$ cat src/rtl/gate_array_if.sv
// ============================================================================
// Module  : gate_array_if
// Purpose : CPU-side I/O bus between the address decoder and the gate array.
// Rev     : 1.0
// ============================================================================
`default_nettype none

interface gate_array_if;
    logic       io_wr;
    logic [7:0] io_data;
    logic       int_ack;
    logic       n_int;

    modport master (output io_wr, output io_data, output int_ack, input  n_int);
    modport slave  (input  io_wr, input  io_data, input  int_ack, output n_int);
endinterface

`default_nettype wire

$ cat src/rtl/gate_array_regs.sv
// ============================================================================
// Module  : gate_array_regs
// Purpose : Gate-array palette, mode/ROM control and raster interrupt counter.
// Rev     : 1.0
// ============================================================================
`default_nettype none

module gate_array_regs (
    input  wire logic        clk,
    input  wire logic        reset,
    gate_array_if.slave      cpu,
    input  wire logic [3:0]  pen,
    input  wire logic        hsync_n,
    input  wire logic        vsync_n,
    output logic      [1:0]  mode,
    output logic      [4:0]  border_color,
    output logic      [4:0]  color,
    output logic             rom_lo_en,
    output logic             rom_hi_en
);

    localparam logic [1:0] c_CMD_PEN  = 2'b00;
    localparam logic [1:0] c_CMD_INK  = 2'b01;
    localparam logic [1:0] c_CMD_CTRL = 2'b10;
    localparam logic [5:0] c_LAST_LINE = 6'd51;

    logic [4:0] r_pen_sel;
    logic [4:0] r_ink [16];
    logic [4:0] r_border;
    logic [1:0] r_mode_pend;
    logic [1:0] r_mode;
    logic [5:0] r_line_cnt;
    logic [1:0] r_vs_dly;
    logic       r_prev_hs;
    logic       r_prev_vs;
    logic       r_int_n;
    logic       r_rom_lo;
    logic       r_rom_hi;

    logic       w_hs_start;
    logic       w_hs_end;
    logic       w_vs_start;
    logic       w_vs_fire;
    logic       w_wr_clr;
    logic [1:0] w_cmd;
    logic [5:0] w_cnt_nxt;
    logic       w_int_nxt;
    logic [1:0] w_vs_dly_nxt;

    assign w_cmd      = cpu.io_data[7:6];
    assign w_hs_start =  r_prev_hs & ~hsync_n;
    assign w_hs_end   = ~r_prev_hs &  hsync_n;
    assign w_vs_start =  r_prev_vs & ~vsync_n;
    assign w_wr_clr   = cpu.io_wr & (w_cmd == c_CMD_CTRL) & cpu.io_data[4];
    // A fresh vsync start reloads the delay, so it suppresses a same-cycle expiry.
    assign w_vs_fire  = w_hs_end & (r_vs_dly == 2'd1) & ~w_vs_start;

    // Int-set decisions use the pre-ack counter so a same-cycle set beats int_ack.
    always_comb begin
        w_cnt_nxt    = r_line_cnt;
        w_int_nxt    = ~r_int_n;
        w_vs_dly_nxt = r_vs_dly;

        if (cpu.int_ack) begin
            w_int_nxt    = 1'b0;
            w_cnt_nxt[5] = 1'b0;
        end

        if (w_vs_start) begin
            w_vs_dly_nxt = 2'd2;
        end else if (w_hs_end && (r_vs_dly != 2'd0)) begin
            w_vs_dly_nxt = r_vs_dly - 2'd1;
        end

        if (w_vs_fire) begin
            if (r_line_cnt[5]) begin
                w_int_nxt = 1'b1;
            end
            w_cnt_nxt = 6'd0;
        end else if (w_hs_end) begin
            if (r_line_cnt == c_LAST_LINE) begin
                w_cnt_nxt = 6'd0;
                w_int_nxt = 1'b1;
            end else begin
                w_cnt_nxt = w_cnt_nxt + 6'd1;
            end
        end

        if (w_wr_clr) begin
            w_cnt_nxt = 6'd0;
            w_int_nxt = 1'b0;
        end
    end

    always_ff @(posedge clk or posedge reset) begin
        if (reset) begin
            r_pen_sel   <= 5'd0;
            for (int i = 0; i < 16; i++) begin
                r_ink[i] <= 5'd0;
            end
            r_border    <= 5'd0;
            r_mode_pend <= 2'b01;
            r_mode      <= 2'b01;
            r_line_cnt  <= 6'd0;
            r_vs_dly    <= 2'd0;
            r_prev_hs   <= 1'b1;
            r_prev_vs   <= 1'b1;
            r_int_n     <= 1'b1;
            r_rom_lo    <= 1'b1;
            r_rom_hi    <= 1'b1;
        end else begin
            r_prev_hs  <= hsync_n;
            r_prev_vs  <= vsync_n;
            r_line_cnt <= w_cnt_nxt;
            r_vs_dly   <= w_vs_dly_nxt;
            r_int_n    <= ~w_int_nxt;

            if (w_hs_start) begin
                r_mode <= r_mode_pend;
            end

            if (cpu.io_wr) begin
                case (w_cmd)
                    c_CMD_PEN: begin
                        r_pen_sel <= cpu.io_data[4] ? 5'b10000 : cpu.io_data[4:0];
                    end
                    c_CMD_INK: begin
                        if (r_pen_sel[4]) begin
                            r_border <= cpu.io_data[4:0];
                        end else begin
                            r_ink[r_pen_sel[3:0]] <= cpu.io_data[4:0];
                        end
                    end
                    c_CMD_CTRL: begin
                        r_mode_pend <= cpu.io_data[1:0];
                        r_rom_lo    <= ~cpu.io_data[2];
                        r_rom_hi    <= ~cpu.io_data[3];
                    end
                    default: begin
                    end
                endcase
            end
        end
    end

    assign mode         = r_mode;
    assign border_color = r_border;
    assign color        = r_ink[pen];
    assign rom_lo_en    = r_rom_lo;
    assign rom_hi_en    = r_rom_hi;
    assign cpu.n_int    = r_int_n;

endmodule

`default_nettype wire

$ cat src/flat_wrapper.sv
// flat-port wrapper written by rule: the top's interface ports become plain ports
module gate_array_regs_flat 
  (clk, reset, pen, hsync_n, vsync_n, mode, border_color, color, rom_lo_en, rom_hi_en, cpu_io_wr, cpu_io_data, cpu_int_ack, cpu_n_int);
  gate_array_if cpu_i ();
  input  wire logic clk;
  input  wire logic reset;
  input  wire logic [3:0] pen;
  input  wire logic hsync_n;
  input  wire logic vsync_n;
  output logic      [1:0] mode;
  output logic      [4:0] border_color;
  output logic      [4:0] color;
  output logic rom_lo_en;
  output logic rom_hi_en;
  input wire logic [$bits(cpu_i.io_wr)-1:0] cpu_io_wr;
  input wire logic [$bits(cpu_i.io_data)-1:0] cpu_io_data;
  input wire logic [$bits(cpu_i.int_ack)-1:0] cpu_int_ack;
  output wire logic [$bits(cpu_i.n_int)-1:0] cpu_n_int;
  assign cpu_i.io_wr = cpu_io_wr;
  assign cpu_i.io_data = cpu_io_data;
  assign cpu_i.int_ack = cpu_int_ack;
  assign cpu_n_int = cpu_i.n_int;
  gate_array_regs u_core (.clk(clk), .reset(reset), .cpu(cpu_i), .pen(pen), .hsync_n(hsync_n), .vsync_n(vsync_n), .mode(mode), .border_color(border_color), .color(color), .rom_lo_en(rom_lo_en), .rom_hi_en(rom_hi_en));
endmodule
$ cat config.mk
export PLATFORM = sky130hd
export DESIGN_NAME = gate_array_regs_flat
export DESIGN_NICKNAME = d
export VERILOG_FILES = /design/src/rtl/gate_array_if.sv /design/src/rtl/gate_array_regs.sv /design/src/flat_wrapper.sv
export SDC_FILE = /design/constraint.sdc
export NUM_CORES = 1
export LEC_CHECK = 0
export ABC_CLOCK_PERIOD_IN_PS = 4900
export BUFFER_PORTS_ARGS = -buffer_cell sky130_fd_sc_hd__buf_2
export CAP_MARGIN = 0
export CELL_PAD_IN_SITES_DETAIL_PLACEMENT = 1
export CELL_PAD_IN_SITES_GLOBAL_PLACEMENT = 2
export CORE_MARGIN = 2
export CORE_UTILIZATION = 43
export CTS_CLUSTER_SIZE = 16
export DETAILED_ROUTE_END_ITERATION = 8
export GPL_TIMING_DRIVEN = 0
export HOLD_SLACK_MARGIN = 0.1
export PLACE_DENSITY = 0.84
export REMOVE_ABC_BUFFERS = 1
export SLEW_MARGIN = 10
export SYNTH_ARGS = -nofsm -noshare
export SYNTH_HDL_FRONTEND = slang
export SYNTH_SLANG_ARGS = --single-unit
$ cat constraint.sdc
create_clock -name clk -period 4.9 [get_ports clk]
set_clock_uncertainty 0.05 [all_clocks]
set_input_delay 0.735 -clock clk [delete_from_list [all_inputs] [get_ports clk]]
set_output_delay 0.735 -clock clk [all_outputs]
set_load 0.01 [all_outputs]
# == After elaboration in Yosys (flattened, before gate mapping) ==
# Index checks and enable logic that the tools add are counted.
# totals
regBits,107
out_inout_bits,15
# classes
bitwise,18
reduce_logical,10
mux,20
magnitude_cmp,3
addsub,2
eq_ne,4
# ops
operator,n
$bwmux W80,1
$mux W6,4
$bmux W5 S4,1
$demux W5 S4,1
$mux W5,4
$ge A5 B5 Y1 const B,2
$not A4 Y5,2
$not A1 Y1,9
$and A1 B1 Y1,7
$mux W1,7
$add A6 B1 Y6 const B,1
$eq A6 B6 Y1 const B,1
$reduce_and A3 Y1,2
$lt A5 B1 Y1 const B,1
$eq A2 B1 Y1 const B,2
$mux W2,2
$reduce_and A2 Y1,2
$reduce_bool A2 Y1,2
$reduce_bool A3 Y1,1
$eq A2 B2 Y1 const B,1
$logic_and A1 B1 Y1,2
$logic_not A2 Y1,1
$sub A2 B1 Y2 const B,1

# == Logic depth before layout (Yosys ltp) ==
# depth
depth_word,7
depth_mapped,5

# == Worst setup path after synthesis ==
# Ideal clock, no wire load.
# synth_timing
kind,input-to-output
start,input port pen[0]
end,output port color[0]
slack_ns,2.297
t_arrival_ns,1.818
cell_stages,4
required_time_ns,4.115
n_path_buf,1
cell_sequence,buf_2 mux4_2 a22oi_1 nand2_1
# synth_between
elab_chain_len,4
# synth_lines
element,line,text
start: declaration,flat_wrapper.sv:7,input wire logic [3:0] pen;
$not A4 Y5 (not written as such),gate_array_regs.sv:148,assign color = r_ink[pen];
$bmux W5 S4,gate_array_regs.sv:148,
$mux W5 (not written as such) (2 in series),gate_array_regs.sv:148,
end: declaration,flat_wrapper.sv:12,output logic [4:0] color;
# No other way between the ends. The select of a mux whose other input is x is not followed.

# == Worst setup path in the final report ==
# layout_timing
start,input port pen[0]
end,output port color[2]
# The elaborated chain is that of the path after synthesis.

==> results.sh <==
export IMPL_status="complete, no violations"
export IMPL_cts_setup_buffers=0
export IMPL_clock_latency_ps=340
export IMPL_power_frac_seq_pct=50.9
export IMPL_ios=33
export IMPL_rsz0062_at_grt="no"
export IMPL_drtIter0Drc=102
export IMPL_seq_area_um2=2690
export IMPL_die_area_um2=12300
export IMPL_top_usage_layer="met2"
export IMPL_grtUsageMet1_pct=23.9
export IMPL_finalSetupViolCount=0
export IMPL_setup_tns_ps=0
export IMPL_grt_pass1_vias=3278
export IMPL_wl_mm=10.8
export IMPL_hold_viol=0
export IMPL_utilization_pct=50.0
export IMPL_period_needed_ps=3310
export IMPL_ir_drop_uv=255
export IMPL_cts_max_path_buffers=2
export IMPL_ys_seq_area_share_pct=54.9
export IMPL_clockPowerShare_pct=33.8
export IMPL_nNetsFinal=398
export IMPL_synth_area_um2=4900
export IMPL_crit_type="in2out"
export IMPL_layout_drive_gt1_share_pct=44.2
export IMPL_switchingPower_mw=0.555
export IMPL_arrival_ps=2530
export IMPL_power_density_nw_per_um2=395
export IMPL_numCtsBuffers=9
export IMPL_tightest_slew_ps=717
export IMPL_cts_resized=0
export IMPL_wire_per_inst_um=20.7
export IMPL_reg2reg_slack_ps=2900
export IMPL_numClockSinks=107
export IMPL_slew_headroom_pct=52.2
export IMPL_die_h_um=111
export IMPL_drtPass1Iterations=4
export IMPL_period_share_pct=67.6
export IMPL_grt_pass1_wl_mm=17.6
export IMPL_coreArea_um2=11000
export IMPL_drv_slew=0
export IMPL_viasPerCell=5.65
export IMPL_p_int_mw=1.61
export IMPL_switching_share_pct=25.6
export IMPL_overflow=0
export IMPL_maxCapViolCount=0
export IMPL_start_util_pct=44.6
export IMPL_holdWs_ps=303
export IMPL_drc_errors=0
export IMPL_antenna_left=0
export IMPL_multi_input_area_um2=2120
export IMPL_syn2layout_area_growth_pct=12.1
export IMPL_p_total_mw=2.17
export IMPL_combPwrFrac_pct=15.3
export IMPL_clkSlewWorstSetupHoldPaths_ps=70
export IMPL_met2_usage_pct=32.2
export IMPL_rows=38
export IMPL_cts_tree="built"
export IMPL_synth_seq_cells=107
export IMPL_ff2ff_path_depth=3
export IMPL_gr_usage_all_layers_pct=18.4
export IMPL_diodes=0
export IMPL_met3_usage_pct=2.79
export IMPL_grt_max_degree=80
export IMPL_avgSynthCellArea_um2=13.9
export IMPL_num_vias=2949
export IMPL_critPathLaunchType="primary input"
export IMPL_min_path_type="in2async"
export IMPL_leakage_nw=2.55
export IMPL_hold_buffers=0
export IMPL_gp_congestion=0.721
export IMPL_root_buffer="clkbuf_16"
export IMPL_yosys_cell_types_count=32
export IMPL_fp_dieW_um=111
export IMPL_max_freq_mhz=302
export IMPL_yosys_warnings=0
export IMPL_cts_htree_levels=3
export IMPL_fillerInstances=1094
export IMPL_synthCells=352
export IMPL_hpwlAfterDp_mm=6.94
export IMPL_grt_antenna_before_repair=0
export IMPL_worstSetupEndpointType="output port"
export IMPL_io_buffers=31
export IMPL_worst_ep_required_time_ps=4120
export IMPL_cp_max_fo=20
[sequential cells by signal, summed over array words and instances (netlist names)]
register,cells
u_core.r_ink,80
u_core.r_line_cnt,6
u_core.border_color,5
u_core.r_pen_sel,5
u_core.mode,2
u_core.r_mode_pend,2
u_core.r_vs_dly,2
u_core.cpu.n_int,1
u_core.r_prev_hs,1
u_core.r_prev_vs,1
u_core.rom_hi_en,1
u_core.rom_lo_en,1
[worst max-delay path, cell delays in order]
cell and delay, ps:
buf_2 550, mux4_2 610, a22oi_1 360, nand2_1 100
buf_2 150
[cells by family (layout without fill, tap and decap cells)]
| family | after synthesis | after routing | synth area share [%] |
|---|---|---|---|
| DFF | 107 | 107 | 54.9 |
| buffers and inverters | 22 | 52 | 1.79 |
| AOI/OAI and AO/OA | 34 | 34 | 4.29 |
| muxes | 108 | 108 | 29.4 |
| xor gates and xnor gates | 1 | 1 | 0.179 |
| and+or+nand+nor | 77 | 77 | 8.69 |
| adders and majority gates | 3 | 3 | 0.767 |
[power groups by stage]
stage | Sequential (mW) | Combinational [mW] | Clock, mW
after detailed placement | 1.12 | 0.337 | 0
after global placement | 1.11 | 0.319 | 0
after floorplan | 1.11 | 0.223 | 0
after CTS | 1.10 | 0.339 | 0.754
final | 1.10 | 0.332 | 0.732
after global routing | 1.12 | 0.366 | 0.778
[worst paths after layout]
kind                                         from                      to
max                                        pen[0]                color[2]
min                                         reset         u_core.r_ink[2]
max reg2reg                   u_core.r_pen_sel[4]        u_core.r_ink[18]
min reg2reg                u_core.border_color[4]  u_core.border_color[4]
max in group asynchronous                   reset        u_core.cpu.n_int
min in group clk           u_core.border_color[4]  u_core.border_color[4]
[layout by cell type, fill, tap and decap left out, types with 3 or more instances in the layout]
cell and n:
nand3_1 7, nand2_1 36, dfstp_2 7, clkbuf_16 9, mux2_2 88, a22oi_1 11
inv_1 3, nand2b_1 3, nor2b_1 8, o22ai_1 3, o21ai_0 11, ha_1 3
buf_2 31, a21oi_1 6, or3_1 4, dfrtp_1 100, mux4_2 20, nor2_1 5
[synthesized netlist by cell type]
cell / n / area (um2)
nor4bb_1: 1 / 10.0
dfstp_2: 7 / 184
mux4_2: 20 / 450
o22ai_1: 3 / 18.8
nand3_1: 7 / 35.0
mux2_2: 88 / 991
buf_2: 4 / 20.0
o21ai_0: 11 / 55.1
clkbuf_1: 14 / 52.6
nor2b_1: 8 / 50.1
nor3_1: 2 / 10.0
or3b_2: 1 / 8.76
ha_1: 3 / 37.5
nor4b_4: 2 / 47.6
a22oi_1: 11 / 82.6
nand4b_1: 2 / 17.5
nor4_2: 1 / 12.5
and3b_1: 1 / 8.76
nand2_1: 36 / 135
o311ai_0: 1 / 8.76
nand3b_1: 2 / 15.0
dfrtp_1: 100 / 2500
a21oi_1: 6 / 30.0
o31ai_1: 1 / 7.51
a21boi_0: 1 / 7.51
and2_1: 1 / 6.26
inv_1: 4 / 15.0
nor2_1: 5 / 18.8
or2_2: 1 / 6.26
xnor2_1: 1 / 8.76
or3_1: 4 / 25.0
nand2b_1: 3 / 18.8
[metal layers]
layer | routed length, um | vias to the layer above
met3 | 289 | 9
met1 | 4960 | 1571
li1 | - | 1336
met5 | 0 | -
met4 | 121 | 0
met2 | 5430 | 33
[layout make-up]
cell class | count | area share (%)
clock buffer | 10 | 4.35
timing repair buffer | 32 | 3.33
clock inverter | 6 | 1.18
inverter | 4 | 0.365
multi-input combinational | 223 | 38.7
tap | 140 | 3.19
sequential | 107 | 48.9
[stage by stage]
step / area [um2] / setup slack [ps] / std cells
detailed placement: 5190 / 1540 / 506
global placement: 5150 / 41.7 / 505
global route: 5490 / 1430 / 522
finish: 5490 / 1590 / 522
CTS: 5490 / 1550 / 522
floorplan: 4820 / 1310 / 334
Power figures use the tool's default switching activity.
